File: src/rtl/paula_uart_pkg.sv
// Shared constants and state types for the Paula-compatible UART with FIFOs.
package paula_uart_pkg;

  // Custom register word addresses (byte address >> 1)
  localparam logic [7:0] REG_SERDATR = 8'h0C;
  localparam logic [7:0] REG_SERDAT  = 8'h18;
  localparam logic [7:0] REG_SERPER  = 8'h19;

  // SERDATR status bit positions
  localparam int BIT_OVRUN = 15;
  localparam int BIT_RBF   = 14;
  localparam int BIT_TBE   = 13;
  localparam int BIT_TSRE  = 12;
  localparam int BIT_RXD   = 11;

  localparam int LONG_BIT = 15;

  typedef enum logic {
    TX_IDLE,
    TX_SHIFT
  } tx_state_t;

  typedef enum logic [1:0] {
    RX_IDLE,
    RX_START,
    RX_SHIFT
  } rx_state_t;

endpackage

File: src/rtl/paula_sync_fifo.sv
// Single-clock FIFO with enable-qualified push/pop; a push into a full FIFO
// is accepted only when a pop frees a slot on the same tick.
module paula_sync_fifo #(
  parameter int WIDTH = 16,
  parameter int DEPTH = 4,
  localparam int AW = $clog2(DEPTH)
) (
  input  logic             clk,
  input  logic             rst,
  input  logic             en,
  input  logic             push,
  input  logic             pop,
  input  logic [WIDTH-1:0] wdata,
  output logic [WIDTH-1:0] rdata,
  output logic             full,
  output logic             empty,
  output logic [AW:0]      level
);

  localparam logic [AW:0]   LVL_FULL = (AW+1)'(DEPTH);
  localparam logic [AW:0]   LVL_ONE  = (AW+1)'(1);
  localparam logic [AW-1:0] PTR_ONE  = AW'(1);

  logic [WIDTH-1:0] mem [DEPTH];
  logic [AW-1:0]    wr_ptr;
  logic [AW-1:0]    rd_ptr;
  logic             do_push;
  logic             do_pop;

  assign full    = (level == LVL_FULL);
  assign empty   = (level == '0);
  assign do_pop  = en && pop && !empty;
  assign do_push = en && push && (!full || do_pop);
  assign rdata   = mem[rd_ptr];

  always_ff @(posedge clk) begin
    if (do_push) mem[wr_ptr] <= wdata;
  end

  always_ff @(posedge clk or posedge rst) begin
    if (rst) begin
      wr_ptr <= '0;
      rd_ptr <= '0;
      level  <= '0;
    end else begin
      if (do_push) wr_ptr <= wr_ptr + PTR_ONE;
      if (do_pop)  rd_ptr <= rd_ptr + PTR_ONE;
      if (do_push && !do_pop)      level <= level + LVL_ONE;
      else if (do_pop && !do_push) level <= level - LVL_ONE;
    end
  end

endmodule

File: src/rtl/paula_uart_fifo.sv
// Paula serial port (SERDAT/SERPER/SERDATR) with TX/RX FIFOs, level outputs
// and sticky frame-error capture.
//
// TX state  | meaning
// TX_IDLE   | line idle, waiting for a queued word
// TX_SHIFT  | start bit or data/stop bits on the line
//
// RX state  | meaning
// RX_IDLE   | waiting for a falling edge on rxds
// RX_START  | half-period wait to confirm the start bit
// RX_SHIFT  | sampling data bits, then the stop bit
module paula_uart_fifo
  import paula_uart_pkg::*;
#(
  parameter int TX_DEPTH = 4,
  parameter int RX_DEPTH = 4,
  parameter int PER_W    = 15
) (
  input  logic                        clk,
  input  logic                        reset,
  input  logic                        clk7_en,
  input  logic [7:0]                  rga_i,
  input  logic [15:0]                 data_i,
  output logic [15:0]                 data_o,
  input  logic                        uartbrk,
  input  logic                        rbfmirror,
  output logic                        txint,
  output logic                        rxint,
  output logic                        txd,
  input  logic                        rxd,
  output logic [$clog2(TX_DEPTH):0]   tx_level,
  output logic [$clog2(RX_DEPTH):0]   rx_level,
  output logic                        frame_err
);

  localparam logic [PER_W:0] CNT_ONE = (PER_W+1)'(1);

  logic [15:0]    serper;
  logic [PER_W:0] reload;
  logic [PER_W:0] half;
  logic           long_mode;

  assign reload    = {serper[PER_W-1:0], 1'b1};
  assign half      = {1'b0, serper[PER_W-1:0]};
  assign long_mode = serper[LONG_BIT];

  // ---------------- TX ----------------
  tx_state_t      tx_state, tx_state_nx;
  logic [PER_W:0] tx_cnt;
  logic [15:0]    tx_sh;
  logic           txd_r;
  logic           tx_start, tx_bit, tx_done;
  logic           tx_full, tx_empty;
  logic [15:0]    tx_rdata;

  paula_sync_fifo #(.WIDTH(16), .DEPTH(TX_DEPTH)) u_tx_fifo (
    .clk   (clk),
    .rst   (reset),
    .en    (clk7_en),
    .push  (rga_i == REG_SERDAT),
    .pop   (tx_start),
    .wdata (data_i),
    .rdata (tx_rdata),
    .full  (tx_full),
    .empty (tx_empty),
    .level (tx_level)
  );

  always_comb begin
    tx_state_nx = tx_state;
    tx_start    = 1'b0;
    tx_bit      = 1'b0;
    tx_done     = 1'b0;
    case (tx_state)
      TX_IDLE: begin
        if (!tx_empty) begin
          tx_start    = 1'b1;
          tx_state_nx = TX_SHIFT;
        end
      end
      TX_SHIFT: begin
        if (tx_cnt == '0) begin
          if (tx_sh != '0) begin
            tx_bit = 1'b1;
          end else begin
            tx_done     = 1'b1;
            tx_state_nx = TX_IDLE;
          end
        end
      end
      default: tx_state_nx = TX_IDLE;
    endcase
  end

  always_ff @(posedge clk or posedge reset) begin
    if (reset) begin
      tx_state <= TX_IDLE;
      tx_cnt   <= '0;
      tx_sh    <= '0;
      txd_r    <= 1'b1;
      txint    <= 1'b0;
    end else if (clk7_en) begin
      tx_state <= tx_state_nx;
      txint    <= tx_start;
      if (tx_start) begin
        tx_sh  <= tx_rdata;
        txd_r  <= 1'b0;
        tx_cnt <= reload;
      end else if (tx_bit) begin
        txd_r  <= tx_sh[0];
        tx_sh  <= {1'b0, tx_sh[15:1]};
        tx_cnt <= reload;
      end else if (tx_done) begin
        txd_r <= 1'b1;
      end else if (tx_cnt != '0) begin
        tx_cnt <= tx_cnt - CNT_ONE;
      end
    end
  end

  assign txd = uartbrk ? 1'b0 : txd_r;

  // ---------------- RX ----------------
  rx_state_t      rx_state, rx_state_nx;
  logic [1:0]     rxd_sync;
  logic           rxds;
  logic           rxds_prev;
  logic [PER_W:0] rx_cnt;
  logic [3:0]     rx_bits;
  logic [3:0]     rx_nd;
  logic [8:0]     rx_sh;
  logic [9:0]     rx_word;
  logic           rx_arm, rx_go, rx_sample, rx_frame;
  logic           rx_full, rx_empty, rx_deliver;
  logic [9:0]     rx_rdata;

  assign rxds  = rxd_sync[1];
  assign rx_nd = long_mode ? 4'd9 : 4'd8;
  // Stop bit always lands in bit 9; 8-bit data leaves bit 8 clear.
  assign rx_word = {rxds, rx_sh};

  always_comb begin
    rx_state_nx = rx_state;
    rx_arm      = 1'b0;
    rx_go       = 1'b0;
    rx_sample   = 1'b0;
    rx_frame    = 1'b0;
    case (rx_state)
      RX_IDLE: begin
        if (rxds_prev && !rxds) begin
          rx_arm      = 1'b1;
          rx_state_nx = RX_START;
        end
      end
      RX_START: begin
        if (!rxds_prev && rxds) begin
          rx_state_nx = RX_IDLE;
        end else if (rx_cnt == '0) begin
          if (!rxds) begin
            rx_go       = 1'b1;
            rx_state_nx = RX_SHIFT;
          end else begin
            rx_state_nx = RX_IDLE;
          end
        end
      end
      RX_SHIFT: begin
        if (rx_cnt == '0) begin
          if (rx_bits == rx_nd) begin
            rx_frame    = 1'b1;
            rx_state_nx = RX_IDLE;
          end else begin
            rx_sample = 1'b1;
          end
        end
      end
      default: rx_state_nx = RX_IDLE;
    endcase
  end

  always_ff @(posedge clk or posedge reset) begin
    if (reset) begin
      rxd_sync  <= 2'b11;
      rxds_prev <= 1'b1;
      rx_state  <= RX_IDLE;
      rx_cnt    <= '0;
      rx_bits   <= '0;
      rx_sh     <= '0;
    end else if (clk7_en) begin
      rxd_sync  <= {rxd_sync[0], rxd};
      rxds_prev <= rxds;
      rx_state  <= rx_state_nx;
      if (rx_arm) begin
        rx_cnt <= half;
      end else if (rx_go) begin
        rx_cnt  <= reload;
        rx_bits <= '0;
        rx_sh   <= '0;
      end else if (rx_sample) begin
        rx_sh[rx_bits] <= rxds;
        rx_bits        <= rx_bits + 4'd1;
        rx_cnt         <= reload;
      end else if (rx_cnt != '0) begin
        rx_cnt <= rx_cnt - CNT_ONE;
      end
    end
  end

  paula_sync_fifo #(.WIDTH(10), .DEPTH(RX_DEPTH)) u_rx_fifo (
    .clk   (clk),
    .rst   (reset),
    .en    (clk7_en),
    .push  (rx_frame),
    .pop   (rx_deliver),
    .wdata (rx_word),
    .rdata (rx_rdata),
    .full  (rx_full),
    .empty (rx_empty),
    .level (rx_level)
  );

  // ---------------- registers, delivery, status ----------------
  logic       rbf_r;
  logic       rx_pend;
  logic       ovrun;
  logic [9:0] rx_data;

  assign rx_deliver = !rx_pend && !rbfmirror && !rx_empty;

  always_ff @(posedge clk or posedge reset) begin
    if (reset) begin
      serper    <= '0;
      rbf_r     <= 1'b0;
      rx_pend   <= 1'b0;
      rx_data   <= '0;
      rxint     <= 1'b0;
      ovrun     <= 1'b0;
      frame_err <= 1'b0;
    end else if (clk7_en) begin
      rbf_r <= rbfmirror;
      rxint <= rx_deliver;
      if (rga_i == REG_SERPER) serper <= data_i;
      // One pop per RBF acknowledge: pend holds until RBF is seen set.
      if (rx_deliver) begin
        rx_data <= rx_rdata;
        rx_pend <= 1'b1;
      end else if (rbfmirror) begin
        rx_pend <= 1'b0;
      end
      if (rx_frame && rx_full && !rx_deliver) ovrun <= 1'b1;
      else if (rbf_r && !rbfmirror)           ovrun <= 1'b0;
      if (rx_frame && !rxds)                  frame_err <= 1'b1;
      else if (rga_i == REG_SERDATR)          frame_err <= 1'b0;
    end
  end

  logic [15:0] serdatr;

  always_comb begin
    serdatr            = '0;
    serdatr[BIT_OVRUN] = ovrun;
    serdatr[BIT_RBF]   = rbf_r;
    serdatr[BIT_TBE]   = !tx_full;
    serdatr[BIT_TSRE]  = tx_empty && (tx_state == TX_IDLE);
    serdatr[BIT_RXD]   = rxds_prev;
    serdatr[9:0]       = rx_data;
    data_o             = (rga_i == REG_SERDATR) ? serdatr : 16'h0000;
  end

endmodule

File: config.mk
export PLATFORM = sky130hd
export DESIGN_NAME = paula_uart_fifo
export DESIGN_NICKNAME = d
export VERILOG_FILES = /design/src/rtl/paula_uart_pkg.sv /design/src/rtl/paula_sync_fifo.sv /design/src/rtl/paula_uart_fifo.sv
export SDC_FILE = /design/constraint.sdc
export NUM_CORES = 1
export LEC_CHECK = 0
export CAP_MARGIN = 20
export CORE_MARGIN = 4
export CORE_UTILIZATION = 35
export CTS_CLUSTER_DIAMETER = 200
export DETAILED_ROUTE_END_ITERATION = 10
export PLACE_DENSITY = 0.51
export SLEW_MARGIN = 10
export SYNTH_ARGS = -nofsm -noshare
export SYNTH_HDL_FRONTEND = slang
export SYNTH_SLANG_ARGS = --single-unit
File: constraint.sdc
create_clock -name clk -period 4 [get_ports clk]
set_input_delay 1 -clock clk [delete_from_list [all_inputs] [get_ports clk]]
set_output_delay 1 -clock clk [all_outputs]
set_load 0.1 [all_outputs]
==> flow_summary.json <==
{
  "status": "finished, final reports clean",
  "synth_area_per_cell_sq_um": 12.69,
  "worst-r2r-setup-slack_ns": 0.76,
  "grt_max_degree": 61,
  "ys_seq_area_frac": 0.5914,
  "hold_buffers": 0,
  "first_pass_iters": 6,
  "clock_tree.htree_level_count": 1,
  "dieArea_sq_mm": 0.03168,
  "fin_ws_ns": 0.3861,
  "hold_path_class": "reg -> reg",
  "timing.fmax_mhz": 276.7,
  "reg2reg_depth": 12,
  "dp_hpwl_mm": 14.95,
  "min_period_ns": 3.614,
  "postCtsSetupBuffers": 0,
  "synth_top_area_cell": "edfxtp_1",
  "finalSetupViolCount": 0,
  "antenna_found_initial": 0,
  "dr_total_vias": 6344,
  "drt_iter0_markers": 460,
  "total_power_uw": 7621,
  "cts_tree": "built",
  "start_util": 0.3591,
  "skew_ns": 0.01401,
  "routed_wl_mm": 22.09,
  "fp.dieH_um": 178.0,
  "finalNonFillerCells": 1253,
  "nets": 906,
  "synthDistinctLibCells": 77,
  "critPathKind": "in -> out",
  "dp_cells": 1207,
  "cts_max_path_buffers": 3,
  "fp.coreArea_sq_mm": 0.02816,
  "peakVddDrop_mv": 0.2872,
  "critPathCapture": "data_o[3]",
  "synthFlopType": "dfrtp_1",
  "clk_latency_ns": 0.53,
  "ys_ff_latch": 218,
  "synth_edf_count": 104,
  "grt_overflow_total": 0,
  "worst-slew-pin-transition_ns": 1.008,
  "yosys.area.top_type_share": 0.3088,
  "clkSinkCount": 218,
  "reg2reg_to": "u_rx_fifo.level[2]",
  "cp-end-kind": "output port",
  "r2r_start": "rx_cnt[2]",
  "drive_gt1_frac": 0.1886,
  "crit_path_start_kind": "input port",
  "antenna_cells": 0,
  "pin_count": 56,
  "area_growth_pct": 20.41,
  "ant_nets": 0,
  "grt_pass1_wl_mm": 35.67,
  "row_count": 61,
  "synth_area_leaders": "edfxtp_1, dfrtp_1, mux4_2",
  "synth_area_sq_mm": 0.01011,
  "die_x_um": 178.0,
  "grt_use_total": 0.1406,
  "hold_violations": 0,
  "drv_slew": 0,
  "place_congestion": 0.7740,
  "required_ns": 3.00,
  "yosysWarningCount": 0,
  "tns_ns": 0,
  "p_leak_uw": 0.004643,
  "drv_cap": 0,
  "worstPathMaxFanout": 13,
  "syn_nets": 847,
  "yosysMostFrequentCell": "dfrtp_1",
  "slew_headroom": 0.3259,
  "timing.final.crit_share": 0.9035,
  "cellPowerDensity_mw_per_mm2": 625.8,
  "root_buffer": "clkbuf_16",
  "cp.arrival_ns": 2.61,
  "rsz0062_at_grt": "no",
  "async_flop_share": 0.5229,
  "place_ws_ns": 0.3234,
  "critPathLaunch": "rga_i[5]",
  "vias_per_cell": 5.063,
  "path_clk_slew_ns": 0.06,
  "ys_top_cells_by_count": "dfrtp_1, edfxtp_1, nand2_1",
  "cts_resized": 0,
  "io_buffers": 54,
  "wl_per_cell_um": 17.63,
  "grt_pass1_vias": 6194,
  "netlist_instances": 797,
  "cts_buffers": 25,
  "drc": 0
}
==> cell usage in the layout, fill, tap and decap left out, drive strengths merged, types with 18 or more instances in the layout <==
cell / synthesis / layout
dfrtp: 110 / 110
inv: 30 / 31
and2: 23 / 23
a21oi: 36 / 36
clkbuf: 19 / 30
nor2: 43 / 43
clkdlybuf4s50: 0 / 38
mux4: 26 / 26
ha: 18 / 18
mux2: 30 / 30
mux2i: 18 / 18
o21ai: 62 / 62
edfxtp: 104 / 104
buf: 23 / 36
nand2: 73 / 73
==> cell families (layout without fill, tap and decap cells) <==
family	after synthesis	in the layout	synth area share
buffers and inverters	72	150	0.03105
muxes	74	74	0.1095
DFF	218	218	0.5914
and+or+nand+nor	229	229	0.1252
adders and majority gates	20	20	0.02623
other	1	1	0.0003708
xor gates and xnor gates	25	25	0.02165
AOI/OAI and AO/OA	158	158	0.09465
==> where the power goes <==
group	switching (uW)	internal, uW
Sequential	499	2700
Clock	911	1610
Combinational	1070	842
Total	2480	5140
==> through the flow <==
stage	utilization	instance area, sq um	hold WS (ns)
final	0.4324	12180	0.4751
after global placement	0.4001	11270	0.4622
after global routing	0.4324	12180	0.5043
after floorplan	-	10120	0.4601
after CTS	0.4324	12180	0.4840
after detailed placement	0.4001	11270	0.4707
==> worst min-delay path by stage <==
stage	depth (start not counted)	from	slack, ns	end
after floorplan	2	ovrun	0.46	ovrun
after global placement	1	rxint	0.46	rxint
after detailed placement	1	rxint	0.47	rxint
after CTS	1	rxint	0.48	rxint
after global routing	1	rxint	0.50	rxint
final	1	rxint	0.48	rxint
==> routing by layer <==
layer  vias to the layer above  GRT usage  part of all wire
li1                       3072          -                 -
met1                      3142     0.2210              0.51
met2                       101     0.2058              0.43
met3                        29    0.02204             0.043
met4                         0    0.02933             0.015
met5                         -          0                 0
==> registers in the layout, indices dropped and copies added, names as in the netlist, 3 cells and up <==
signal	cells
rx_bits	4
u_rx_fifo.mem	40
rx_cnt	16
tx_cnt	16
serper	16
tx_sh	16
rx_sh	9
rx_data	10
u_rx_fifo.level	3
u_tx_fifo.mem	64
u_tx_fifo.level	3
==> area by class of cell <==
type / count / area (sq um)
fill: 2577 / 15990
sequential: 218 / 5981
multi-input combinational: 507 / 3834
timing repair buffer: 74 / 863.3
clock buffer: 30 / 644.4
tap: 378 / 473.0
clock inverter: 16 / 266.5
inverter: 30 / 116.4
==> worst max-delay path, stage by stage <==
cell             delay (ns)
clkdlybuf4s50_1        0.39
nand2b_1               0.14
nor4_1                 0.26
and3_1                 0.26
buf_4                  0.19
and2_1                 0.19
buf_12                 0.18
(Power assumes the default switching activity.)
